### src/rtl/sine_fold_pipe_if.sv
// rtl/sine_fold_pipe_if.sv - sample, ROM and output bus of the quarter-wave sine stage
// Signals:
//   in_valid/phase_in/phase_mod/cos_sel/ch_in : phase sample into the stage
//   rom_addr/rom_en                           : registered read request to external ROM
//   rom_data                                  : ROM magnitude, valid the cycle after the request
//   out_valid/sample_out/ch_out               : signed sample and its channel tag
// Modports: master = sample source and ROM, slave = sine_fold_pipe.
interface sine_fold_pipe_if #(
  parameter int PHASE_BITS = 32,
  parameter int ADDR_BITS  = 12,
  parameter int DATA_BITS  = 36,
  parameter int CH_BITS    = 4
);
  logic                  in_valid;
  logic [PHASE_BITS-1:0] phase_in;
  logic [PHASE_BITS-1:0] phase_mod;
  logic                  cos_sel;
  logic [CH_BITS-1:0]    ch_in;
  logic [ADDR_BITS-1:0]  rom_addr;
  logic                  rom_en;
  logic [DATA_BITS-2:0]  rom_data;
  logic                  out_valid;
  logic [DATA_BITS-1:0]  sample_out;
  logic [CH_BITS-1:0]    ch_out;

  modport master (
    output in_valid, phase_in, phase_mod, cos_sel, ch_in, rom_data,
    input  rom_addr, rom_en, out_valid, sample_out, ch_out
  );

  modport slave (
    input  in_valid, phase_in, phase_mod, cos_sel, ch_in, rom_data,
    output rom_addr, rom_en, out_valid, sample_out, ch_out
  );
endinterface

### src/rtl/sine_fold_pipe.sv
// rtl/sine_fold_pipe.sv - pipelined quarter-wave sine/cosine fold with 3-cycle latency
// Ports:
//   clk : rising-edge clock
//   rst : synchronous active-high reset
//   bus : sine_fold_pipe_if.slave (phase sample in, ROM request/response, signed sample out)
module sine_fold_pipe #(
  parameter int PHASE_BITS = 32,
  parameter int ADDR_BITS  = 12,
  parameter int DEPTH      = 4096,
  parameter int DATA_BITS  = 36,
  parameter int CH_BITS    = 4
) (
  input logic             clk,
  input logic             rst,
  sine_fold_pipe_if.slave bus
);

  localparam logic [PHASE_BITS-1:0] QUARTER  = {2'b01, {(PHASE_BITS-2){1'b0}}};
  localparam logic [ADDR_BITS-1:0]  ADDR_MAX = ADDR_BITS'(DEPTH - 1);
  localparam int                    SHIFT    = PHASE_BITS - ADDR_BITS - 2;

  // Stage 0: phase sum and quadrant fold
  logic [PHASE_BITS-1:0] p;
  logic [ADDR_BITS+1:0]  t;
  logic [1:0]            quad;
  logic [ADDR_BITS-1:0]  idx;
  logic [ADDR_BITS-1:0]  fold_addr;

  always_comb begin
    p         = bus.phase_in + bus.phase_mod + (bus.cos_sel ? QUARTER : '0);
    // Truncating shift keeps the top ADDR_BITS+2 bits; no rounding of the discarded LSBs.
    t         = (ADDR_BITS+2)'(p >> SHIFT);
    quad      = t[ADDR_BITS+1:ADDR_BITS];
    idx       = t[ADDR_BITS-1:0];
    // Odd quadrants run the table backwards so one quarter wave covers the full cycle.
    fold_addr = quad[0] ? (ADDR_MAX - idx) : idx;
  end

  logic [ADDR_BITS-1:0] rom_addr_q;
  logic                 rom_en_q;
  logic                 v1, v2;
  logic                 neg1, neg2;
  logic [CH_BITS-1:0]   ch1, ch2;
  logic                 out_valid_q;
  logic [DATA_BITS-1:0] sample_q;
  logic [CH_BITS-1:0]   ch_out_q;
  logic [DATA_BITS-1:0] mag_ext;

  // Zero-extending before negation means -(2**(DATA_BITS-1)-1) is the most negative result.
  assign mag_ext = {1'b0, bus.rom_data};

  always_ff @(posedge clk) begin
    if (rst) begin
      rom_addr_q  <= '0;
      rom_en_q    <= 1'b0;
      v1          <= 1'b0;
      v2          <= 1'b0;
      neg1        <= 1'b0;
      neg2        <= 1'b0;
      ch1         <= '0;
      ch2         <= '0;
      out_valid_q <= 1'b0;
      sample_q    <= '0;
      ch_out_q    <= '0;
    end else begin
      rom_en_q <= bus.in_valid;
      v1       <= bus.in_valid;
      if (bus.in_valid) begin
        rom_addr_q <= fold_addr;
        neg1       <= quad[1];
        ch1        <= bus.ch_in;
      end
      v2   <= v1;
      neg2 <= neg1;
      ch2  <= ch1;
      // rom_data for the sample in stage 2 is on the bus this cycle.
      out_valid_q <= v2;
      if (v2) begin
        sample_q <= neg2 ? -mag_ext : mag_ext;
        ch_out_q <= ch2;
      end
    end
  end

  assign bus.rom_addr   = rom_addr_q;
  assign bus.rom_en     = rom_en_q;
  assign bus.out_valid  = out_valid_q;
  assign bus.sample_out = sample_q;
  assign bus.ch_out     = ch_out_q;

endmodule

### src/flat_wrapper.sv
// flat-port wrapper written by rule: the top's interface ports become plain ports
module sine_fold_pipe_flat 
#(
  parameter int PHASE_BITS = 32,
  parameter int ADDR_BITS  = 12,
  parameter int DEPTH      = 4096,
  parameter int DATA_BITS  = 36,
  parameter int CH_BITS    = 4
)
  (clk, rst, bus_in_valid, bus_phase_in, bus_phase_mod, bus_cos_sel, bus_ch_in, bus_rom_data, bus_rom_addr, bus_rom_en, bus_out_valid, bus_sample_out, bus_ch_out);
  sine_fold_pipe_if #(.PHASE_BITS(PHASE_BITS), .ADDR_BITS(ADDR_BITS), .DATA_BITS(DATA_BITS), .CH_BITS(CH_BITS)) bus_i ();
  input logic clk;
  input logic rst;
  input wire logic [$bits(bus_i.in_valid)-1:0] bus_in_valid;
  input wire logic [$bits(bus_i.phase_in)-1:0] bus_phase_in;
  input wire logic [$bits(bus_i.phase_mod)-1:0] bus_phase_mod;
  input wire logic [$bits(bus_i.cos_sel)-1:0] bus_cos_sel;
  input wire logic [$bits(bus_i.ch_in)-1:0] bus_ch_in;
  input wire logic [$bits(bus_i.rom_data)-1:0] bus_rom_data;
  output wire logic [$bits(bus_i.rom_addr)-1:0] bus_rom_addr;
  output wire logic [$bits(bus_i.rom_en)-1:0] bus_rom_en;
  output wire logic [$bits(bus_i.out_valid)-1:0] bus_out_valid;
  output wire logic [$bits(bus_i.sample_out)-1:0] bus_sample_out;
  output wire logic [$bits(bus_i.ch_out)-1:0] bus_ch_out;
  assign bus_i.in_valid = bus_in_valid;
  assign bus_i.phase_in = bus_phase_in;
  assign bus_i.phase_mod = bus_phase_mod;
  assign bus_i.cos_sel = bus_cos_sel;
  assign bus_i.ch_in = bus_ch_in;
  assign bus_i.rom_data = bus_rom_data;
  assign bus_rom_addr = bus_i.rom_addr;
  assign bus_rom_en = bus_i.rom_en;
  assign bus_out_valid = bus_i.out_valid;
  assign bus_sample_out = bus_i.sample_out;
  assign bus_ch_out = bus_i.ch_out;
  sine_fold_pipe #(.PHASE_BITS(PHASE_BITS), .ADDR_BITS(ADDR_BITS), .DEPTH(DEPTH), .DATA_BITS(DATA_BITS), .CH_BITS(CH_BITS)) u_core (.clk(clk), .rst(rst), .bus(bus_i));
endmodule
### config.mk
export PLATFORM = sky130hd
export DESIGN_NAME = sine_fold_pipe_flat
export DESIGN_NICKNAME = d
export VERILOG_FILES = /design/src/rtl/sine_fold_pipe_if.sv /design/src/rtl/sine_fold_pipe.sv /design/src/flat_wrapper.sv
export SDC_FILE = /design/constraint.sdc
export NUM_CORES = 1
export LEC_CHECK = 0
export CELL_PAD_IN_SITES_DETAIL_PLACEMENT = 2
export CELL_PAD_IN_SITES_GLOBAL_PLACEMENT = 2
export CORE_MARGIN = 2
export CORE_UTILIZATION = 28
export CTS_CLUSTER_DIAMETER = 80
export DETAILED_ROUTE_END_ITERATION = 7
export PLACE_DENSITY = 0.86
export SLEW_MARGIN = 20
export SYNTH_ARGS = -nofsm -noshare
export SYNTH_HDL_FRONTEND = slang
export SYNTH_SLANG_ARGS = --single-unit
export TNS_END_PERCENT = 1
### constraint.sdc
create_clock -name clk -period 8.7 [get_ports clk]
set_input_delay 0.87 -clock clk [delete_from_list [all_inputs] [get_ports clk]]
set_output_delay 0.87 -clock clk [all_outputs]
set_load 0.03 [all_outputs]
==> results of run 1 <==
==> final timing paths <==
| check | end | cells past startpoint | slack [ns] | startpoint |
|---|---|---|---|---|
| worst max register to register | u_core.bus.sample_out[14] | 3 | 7.03 | u_core.neg2 |
| worst min-delay path | u_core.ch2[3] | 1 | 0.48 | u_core.ch1[3] |
| worst max-delay path | u_core.bus.rom_addr[5] | 10 | 4.28 | bus_phase_mod[23] |
| worst min register to register | u_core.ch2[3] | 1 | 0.48 | u_core.ch1[3] |
==> worst max-delay path, stage by stage <==
cell and delay (ns):
sky130_fd_sc_hd__clkdlybuf4s50_1 0.41, sky130_fd_sc_hd__ha_1 0.30, sky130_fd_sc_hd__ha_1 0.43, sky130_fd_sc_hd__nand4_1 0.30, sky130_fd_sc_hd__or3_1 0.45, sky130_fd_sc_hd__a31oi_1 0.37, sky130_fd_sc_hd__or4_1 0.19, sky130_fd_sc_hd__nand3_1 0.49
sky130_fd_sc_hd__xor3_1 0.56, sky130_fd_sc_hd__a211oi_1 0.26
==> metal layers <==
metal | vias to the layer above | GRT usage, %
li1 | 2285 | -
met1 | 2273 | 21.9
met2 | 115 | 37.2
met3 | 34 | 3.39
met4 | 0 | 6.50
met5 | - | 0
==> report_power, final <==
group | switching, uW | leakage (uW) | internal (uW)
sequential | 16.0 | 0.000534 | 320
combinational | 205 | 0.00199 | 186
clock | 137 | 0.000152 | 251
==> Yosys cell counts (all sizes together) (2+ instances only) <==
cell,number,area [um2]
a211o,2,17.5
a211oi,46,345
a21o,9,67.6
a21oi,24,128
a221oi,2,17.5
a311oi,2,17.5
a31oi,3,18.8
and3,3,18.8
buf,3,18.8
clkbuf,22,82.6
dfxtp,65,1300
ha,59,738
inv,12,45.0
mux2i,14,140
nand2,27,101
nand2b,9,63.8
nand3,6,30.0
nand4,6,37.5
nand4b,4,50.1
nor2,74,278
nor2b,12,75.1
nor3,8,40.0
nor4,2,12.5
o21ai,24,120
o21bai,5,37.5
o311ai,2,17.5
o31ai,7,52.6
o41ai,6,60.1
or2,3,21.3
or3,9,56.3
or4,7,60.1
xnor2,13,114
xor2,33,289
xor3,3,71.3
==> stage by stage <==
stage,area (um2),total power [uW],instances,setup slack (ns)
2_1_floorplan,4710,578,542,5.16
4_1_cts,6810,1130,914,4.21
3_5_place_dp,6490,733,898,3.86
5_1_grt,6810,1180,915,3.97
6_report,6810,1110,915,4.28
3_3_place_gp,6480,711,898,4.18
==> flip-flops by register name, indices dropped and copies added, names as in the netlist <==
name / flops
u_core.neg2: 1
u_core.ch1: 4
u_core.bus.sample_out: 36
u_core.bus.rom_en: 1
u_core.bus.ch_out: 4
u_core.v2: 1
u_core.ch2: 4
u_core.bus.out_valid: 1
u_core.neg1: 1
u_core.bus.rom_addr: 12
==> cells by family after synthesis <==
logic type | after synthesis | synth area share (%)
AO/OA/AOI/OAI | 141 | 20.8
XOR/XNOR | 50 | 10.6
adder cells (fa/ha/maj) | 60 | 16.1
buffers and inverters | 37 | 3.11
flip-flops | 65 | 27.7
multiplexers | 14 | 2.98
AND/OR/NAND/NOR | 175 | 18.8
==> final cells by class <==
class                           instances  area share [%]
Tap cell                              220            4.04
Antenna cell                            1          0.0368
Multi-Input combinational cell        440            47.9
Clock inverter                          7            1.38
Inverter                               12           0.662
Timing Repair Buffer                  161            23.5
Sequential cell                        65            19.2
Clock buffer                            9            3.31
==> impl_metrics.prom, run 1 <==
# TYPE chip_impl_metric gauge
chip_impl_info{name="outcome",value="finished, final reports clean"} 1
chip_impl_metric{name="critical_path_peak_fanout",unit=""} 11
chip_impl_info{name="dominantRegCellSynth",value="sky130_fd_sc_hd__dfxtp_1"} 1
chip_impl_metric{name="gp_congestion",unit=""} 0.851
chip_impl_metric{name="met3RoutedLength",unit="um"} 590
chip_impl_metric{name="cp.required",unit="ns"} 8.93
chip_impl_metric{name="post_synth.cell_area_avg",unit="um2"} 8.68
chip_impl_metric{name="setup_tns",unit="ns"} 0
chip_impl_metric{name="fin_nets",unit=""} 856
chip_impl_metric{name="grt_overflow_total",unit=""} 0
chip_impl_metric{name="antenna_found_initial",unit=""} 1
chip_impl_info{name="tritoncts",value="built"} 1
chip_impl_metric{name="post_synth_inst_count",unit=""} 542
chip_impl_metric{name="postCtsHoldBufs",unit=""} 0
chip_impl_info{name="timing.critical_path.from_type",value="input port"} 1
chip_impl_metric{name="maximum_number_of_pins_on_one_net_before_global_route_repair",unit=""} 74
chip_impl_info{name="worst_hold_path_type",value="flop to flop"} 1
chip_impl_info{name="dr.max_layer_used",value="met4"} 1
chip_impl_metric{name="drt-total-wl",unit="mm"} 17.2
chip_impl_metric{name="floorplan.initialDensity",unit="%"} 28.5
chip_impl_info{name="ctsRootBufferMaster",value="sky130_fd_sc_hd__clkbuf_16"} 1
chip_impl_metric{name="p_per_area",unit="nW/um2"} 164
chip_impl_metric{name="i_o_buffers",unit=""} 160
chip_impl_metric{name="count_of_unique_library_cells_instantiated_by_yosys",unit=""} 57
chip_impl_metric{name="cts-buffers-inserted",unit=""} 9
chip_impl_metric{name="synth_sequential_area_ratio",unit="%"} 27.7
chip_impl_metric{name="route.detailed.drc",unit=""} 0
chip_impl_info{name="layout_commonest_cell",value="sky130_fd_sc_hd__clkdlybuf4s50_1"} 1
chip_impl_metric{name="firstDrtPassIters",unit=""} 4
chip_impl_info{name="kind_of_end_point_of_the_critical_path",value="flop"} 1
chip_impl_metric{name="detail-route-antenna-nets",unit=""} 0
chip_impl_metric{name="chipWidth",unit="um"} 134
chip_impl_metric{name="synthesis.yosys.warnings",unit=""} 0
chip_impl_metric{name="synth_async_sr_flop_share",unit="%"} 0
chip_impl_metric{name="worst_ep_arrival_time",unit="ns"} 4.65
chip_impl_metric{name="via_count",unit=""} 4707
chip_impl_metric{name="post_cts.resized_instances",unit=""} 0
chip_impl_metric{name="postCtsSetupRepairBufs",unit=""} 0
chip_impl_metric{name="maxCapViolations",unit=""} 0
chip_impl_metric{name="clk_transition_reported_paths",unit="ns"} 0.06
chip_impl_metric{name="final_standard_cell_utilization_of_the_core",unit="%"} 41.2
chip_impl_metric{name="flow.area_growth_from_synthesis",unit="%"} 44.6
chip_impl_metric{name="drive_gt1_share",unit="%"} 4.76
chip_impl_metric{name="final.hold.worst_slack",unit="ns"} 0.476
chip_impl_metric{name="syn-cell-area",unit="um2"} 4710
chip_impl_metric{name="core_area",unit="um2"} 16500
chip_impl_metric{name="max-vdd-ir-drop",unit="mV"} 0.100
chip_impl_metric{name="area.sequential",unit="um2"} 1300
chip_impl_metric{name="layout.filler_cells",unit=""} 1828
chip_impl_metric{name="avgRoutedWirePerCell",unit="um"} 18.8
chip_impl_metric{name="tightest_slew",unit="ns"} 0.792
chip_impl_metric{name="synth_edf_count",unit=""} 0
chip_impl_metric{name="fin_crit_sh",unit="%"} 50.8
chip_impl_metric{name="wirelength_met1",unit="mm"} 6.99
chip_impl_metric{name="fin_crit",unit="ns"} 4.42
chip_impl_info{name="worst_setup_path_category",value="input port to flop"} 1
chip_impl_metric{name="multi_input_comb_area",unit="um2"} 3260
chip_impl_metric{name="clock.fmax",unit="MHz"} 226
chip_impl_metric{name="final-hold-violation-count",unit=""} 0
chip_impl_info{name="layout_common_cells",value="158 x sky130_fd_sc_hd__clkdlybuf4s50_1, 74 x sky130_fd_sc_hd__nor2_1, 63 x sky130_fd_sc_hd__dfxtp_1"} 1
chip_impl_metric{name="floorplan.die.height",unit="um"} 134
chip_impl_metric{name="slew_headroom",unit="%"} 46.4
chip_impl_metric{name="placementRows",unit=""} 47
chip_impl_metric{name="design.die.area",unit="um2"} 17900
chip_impl_metric{name="finalMaxSlewViolations",unit=""} 0
chip_impl_metric{name="cts_max_level",unit=""} 3
chip_impl_metric{name="cts.sinks",unit=""} 65
chip_impl_metric{name="total_global_routing_track_utilization",unit="%"} 19.6
chip_impl_metric{name="clock-skew-final",unit="ns"} 0.00527
chip_impl_metric{name="final-setup-viol-count",unit=""} 0
chip_impl_info{name="rsz0062_at_grt",value="no"} 1
chip_impl_metric{name="detailedPlacementHpwl",unit="mm"} 13.6
chip_impl_metric{name="number_of_top_level_pins",unit=""} 161
chip_impl_metric{name="met2WireLength",unit="mm"} 9.13
chip_impl_metric{name="cts-root-to-sink-buffers",unit=""} 2
chip_impl_metric{name="clkLatencyLatePin",unit="ns"} 0.33
chip_impl_metric{name="detail_route.iter0.violations",unit=""} 161
chip_impl_metric{name="grt_first_pass_wirelength",unit="mm"} 27.9
chip_impl_metric{name="leakage",unit="uW"} 0.00267
chip_impl_metric{name="grt_pass1_vias",unit=""} 5264
chip_impl_metric{name="syn-num-nets",unit=""} 709
chip_impl_metric{name="avgViaCountPerCell",unit=""} 5.14
chip_impl_metric{name="synth-seq-cells",unit=""} 65
No activity file was read; power rests on OpenSTA's default activity.
==> run 2, diff against run 1 <==
--- a/config.mk
+++ b/config.mk
@@ -8,10 +8,10 @@
 export CELL_PAD_IN_SITES_DETAIL_PLACEMENT = 2
 export CELL_PAD_IN_SITES_GLOBAL_PLACEMENT = 2
 export CORE_MARGIN = 2
-export CORE_UTILIZATION = 28
+export CORE_UTILIZATION = 24
 export CTS_CLUSTER_DIAMETER = 80
 export DETAILED_ROUTE_END_ITERATION = 7
-export PLACE_DENSITY = 0.86
+export PLACE_DENSITY = 0.79
 export SLEW_MARGIN = 20
 export SYNTH_ARGS = -nofsm -noshare
 export SYNTH_HDL_FRONTEND = slang
==> constraint.sdc (replaced) <==
create_clock -name clk -period 3.85 [get_ports clk]
set_input_delay 0.385 -clock clk [delete_from_list [all_inputs] [get_ports clk]]
set_output_delay 0.385 -clock clk [all_outputs]
set_load 0.03 [all_outputs]
==> impl_metrics.prom, run 2 (synthesized netlist as in run 1, its figures left out) <==
# TYPE chip_impl_metric gauge
chip_impl_metric{name="placementRows",unit=""} 51
chip_impl_metric{name="slew_headroom",unit="%"} 53.9
chip_impl_info{name="tritoncts",value="built"} 1
chip_impl_metric{name="cts-root-to-sink-buffers",unit=""} 2
chip_impl_metric{name="p_per_area",unit="nW/um2"} 342
chip_impl_metric{name="timing.critical_path.slowest_cell_delay",unit="ns"} 0.53
chip_impl_metric{name="clkLatencyLatePin",unit="ns"} 0.33
chip_impl_metric{name="drive_gt1_share",unit="%"} 5.69
chip_impl_metric{name="post_cts.resized_instances",unit=""} 0
chip_impl_metric{name="design_area",unit="um2"} 6880
chip_impl_metric{name="grt_util_met1",unit="%"} 18.2
chip_impl_metric{name="power.switching",unit="uW"} 774
chip_impl_metric{name="fin_crit_sh",unit="%"} 89.3
chip_impl_metric{name="detailedPlacementHpwl",unit="mm"} 13.1
chip_impl_metric{name="final-setup-viol-count",unit=""} 0
chip_impl_metric{name="drt-total-wl",unit="mm"} 16.0
chip_impl_metric{name="route.detailed.drc",unit=""} 0
chip_impl_metric{name="clock.fmax",unit="MHz"} 291
chip_impl_metric{name="via_count",unit=""} 4690
chip_impl_metric{name="layout.filler_cells",unit=""} 2179
chip_impl_metric{name="flow.area_growth_from_synthesis",unit="%"} 46.2
chip_impl_metric{name="number_of_top_level_pins",unit=""} 161
chip_impl_metric{name="floorplan.die.height",unit="um"} 144
chip_impl_metric{name="grt.met2_usage",unit="%"} 29.6
chip_impl_metric{name="avgRoutedWirePerCell",unit="um"} 16.6
chip_impl_metric{name="fin_crit",unit="ns"} 3.44
chip_impl_metric{name="fin_nets",unit=""} 869
chip_impl_info{name="top_usage_layer",value="met2"} 1
chip_impl_metric{name="postCtsHoldBufs",unit=""} 0
chip_impl_info{name="rsz0062_at_grt",value="no"} 1
chip_impl_info{name="kind_of_end_point_of_the_critical_path",value="flop"} 1
chip_impl_metric{name="met3_usage",unit="%"} 2.81
chip_impl_metric{name="worst_ep_arrival_time",unit="ns"} 3.67
chip_impl_metric{name="detail-route-antenna-nets",unit=""} 0
chip_impl_info{name="ctsRootBufferMaster",value="sky130_fd_sc_hd__clkbuf_16"} 1
chip_impl_metric{name="cts_max_level",unit=""} 3
chip_impl_metric{name="setup_tns",unit="ns"} 0
chip_impl_info{name="layout_common_cells",value="159 x sky130_fd_sc_hd__clkdlybuf4s50_1, 74 x sky130_fd_sc_hd__nor2_1, 63 x sky130_fd_sc_hd__dfxtp_1"} 1
chip_impl_metric{name="cell_area_after_placement",unit="um2"} 6640
chip_impl_metric{name="avgViaCountPerCell",unit=""} 4.85
chip_impl_metric{name="maximum_number_of_pins_on_one_net_before_global_route_repair",unit=""} 48
chip_impl_info{name="timing.critical_path.from_type",value="input port"} 1
chip_impl_info{name="worst_setup_path_category",value="input port to flop"} 1
chip_impl_metric{name="internal_power_summed_over_all_cells",unit="uW"} 1580
chip_impl_metric{name="power_frac_seq",unit="%"} 32.3
chip_impl_info{name="worst_path_max_delay_cell",value="sky130_fd_sc_hd__or4_1"} 1
chip_impl_metric{name="finalMaxSlewViolations",unit=""} 0
chip_impl_info{name="outcome",value="finished, final reports clean"} 1
chip_impl_metric{name="chipWidth",unit="um"} 144
chip_impl_metric{name="leakage",unit="uW"} 0.00270
chip_impl_metric{name="gp_congestion",unit=""} 0.845
chip_impl_metric{name="total_global_routing_track_utilization",unit="%"} 15.6
chip_impl_metric{name="power_switching_share",unit="%"} 32.9
chip_impl_metric{name="clock-skew-final",unit="ns"} 0.00822
chip_impl_metric{name="n_antenna_cell",unit=""} 0
chip_impl_metric{name="grt_first_pass_wirelength",unit="mm"} 25.9
chip_impl_metric{name="detail_route.iter0.violations",unit=""} 121
chip_impl_info{name="critical_path.most_common_cell",value="sky130_fd_sc_hd__ha_1"} 1
chip_impl_metric{name="postCtsSetupRepairBufs",unit=""} 0
chip_impl_info{name="worst_hold_path_type",value="flop to flop"} 1
chip_impl_metric{name="power_share_of_the_clock_group",unit="%"} 29.9
chip_impl_metric{name="cp.required",unit="ns"} 4.08
chip_impl_metric{name="firstDrtPassIters",unit=""} 4
chip_impl_metric{name="cts-buffers-inserted",unit=""} 9
chip_impl_metric{name="tightest_slew",unit="ns"} 0.691
chip_impl_metric{name="max-vdd-ir-drop",unit="mV"} 0.157
chip_impl_metric{name="core_area",unit="um2"} 19300
chip_impl_metric{name="share_comb_of_total_power",unit="%"} 37.7
chip_impl_metric{name="i_o_buffers",unit=""} 160
chip_impl_metric{name="final_standard_cell_utilization_of_the_core",unit="%"} 35.6
chip_impl_metric{name="maxCapViolations",unit=""} 0
chip_impl_metric{name="cts.sinks",unit=""} 65
chip_impl_metric{name="flip_flop_count_of_the_largest_register_all_copies_and_words_added",unit=""} 36
chip_impl_metric{name="grt_pass1_vias",unit=""} 5102
chip_impl_metric{name="final-hold-violation-count",unit=""} 0
chip_impl_metric{name="critical_path_peak_fanout",unit=""} 7
chip_impl_metric{name="clk_transition_reported_paths",unit="ns"} 0.06
chip_impl_info{name="layout_commonest_cell",value="sky130_fd_sc_hd__clkdlybuf4s50_1"} 1
chip_impl_metric{name="antenna_found_initial",unit=""} 0
chip_impl_metric{name="grt_overflow_total",unit=""} 0
chip_impl_metric{name="design.die.area",unit="um2"} 20700
chip_impl_info{name="worstPathCellList",value="clkdlybuf4s50_1 -> ha_1 -> ha_1 -> a21oi_1 -> o21ai_0 -> a21oi_2 -> a31oi_1 -> or4_1 -> nand3_1 -> xor3_1 -> a211oi_1"} 1
chip_impl_metric{name="floorplan.initialDensity",unit="%"} 24.3
## run 2: worst paths after layout
path / from / endpoint / slack (ns) / depth (start not counted)
worst max-delay path: bus_phase_mod[13] / u_core.bus.rom_addr[7] / 0.41 / 11
worst min-delay path: u_core.neg1 / u_core.neg2 / 0.45 / 1
worst max register to register: u_core.v2 / u_core.bus.sample_out[20] / 2.11 / 3
worst min register to register: u_core.neg1 / u_core.neg2 / 0.45 / 1
## run 2: area by class of cell
type	count	area, um2	share of cell area (%)
Tap cell	265	332	4.82
Timing Repair Buffer	174	1700	24.7
Inverter	12	45.0	0.655
Multi-Input combinational cell	440	3260	47.4
Clock buffer	10	229	3.33
Sequential cell	65	1300	19.0
Clock inverter	2	10.0	0.146
## run 2: power groups by stage
stage	clock, uW	combinational (uW)	sequential [uW]
after floorplan	0	463	842
final	703	887	760
after CTS	732	903	761
after detailed placement	0	896	775
after global routing	757	977	767
after global placement	0	865	771
## run 2: per-stage QoR
step                hold slack (ns)  setup WS (ns)  total power [uW]  instances
floorplan                     0.437          0.798              1310        542
CTS                           0.458          0.371              2400        968
global route                  0.467          0.139              2500        968
global placement              0.445          0.197              1640        956
detailed placement            0.453         0.0340              1670        956
finish                        0.453          0.412              2350        968
## run 2: critical path, delay by kind of cell
| family | cells | cell delay (ns) |
|---|---|---|
| AOI/OAI and AO/OA | 5 | 0.95 |
| xor gates and xnor gates | 1 | 0.40 |
| adders and majority gates | 2 | 0.65 |
| buffers and inverters | 1 | 0.40 |
| and+or+nand+nor | 2 | 0.88 |
## run 2: metal layers
layer	routed length, um	vias up
met5	0	-
met4	128	0
met3	895	10
met2	8290	121
met1	6720	2258
li1	-	2301
==> run 3, diff against run 2 <==
--- a/config.mk
+++ b/config.mk
@@ -5,6 +5,7 @@
 export SDC_FILE = /design/constraint.sdc
 export NUM_CORES = 1
 export LEC_CHECK = 0
+export CAP_MARGIN = 10
 export CELL_PAD_IN_SITES_DETAIL_PLACEMENT = 2
 export CELL_PAD_IN_SITES_GLOBAL_PLACEMENT = 2
 export CORE_MARGIN = 2
==> results of run 3 <==
Same layout as run 2: the final DEF is identical, and so are final timing and power.
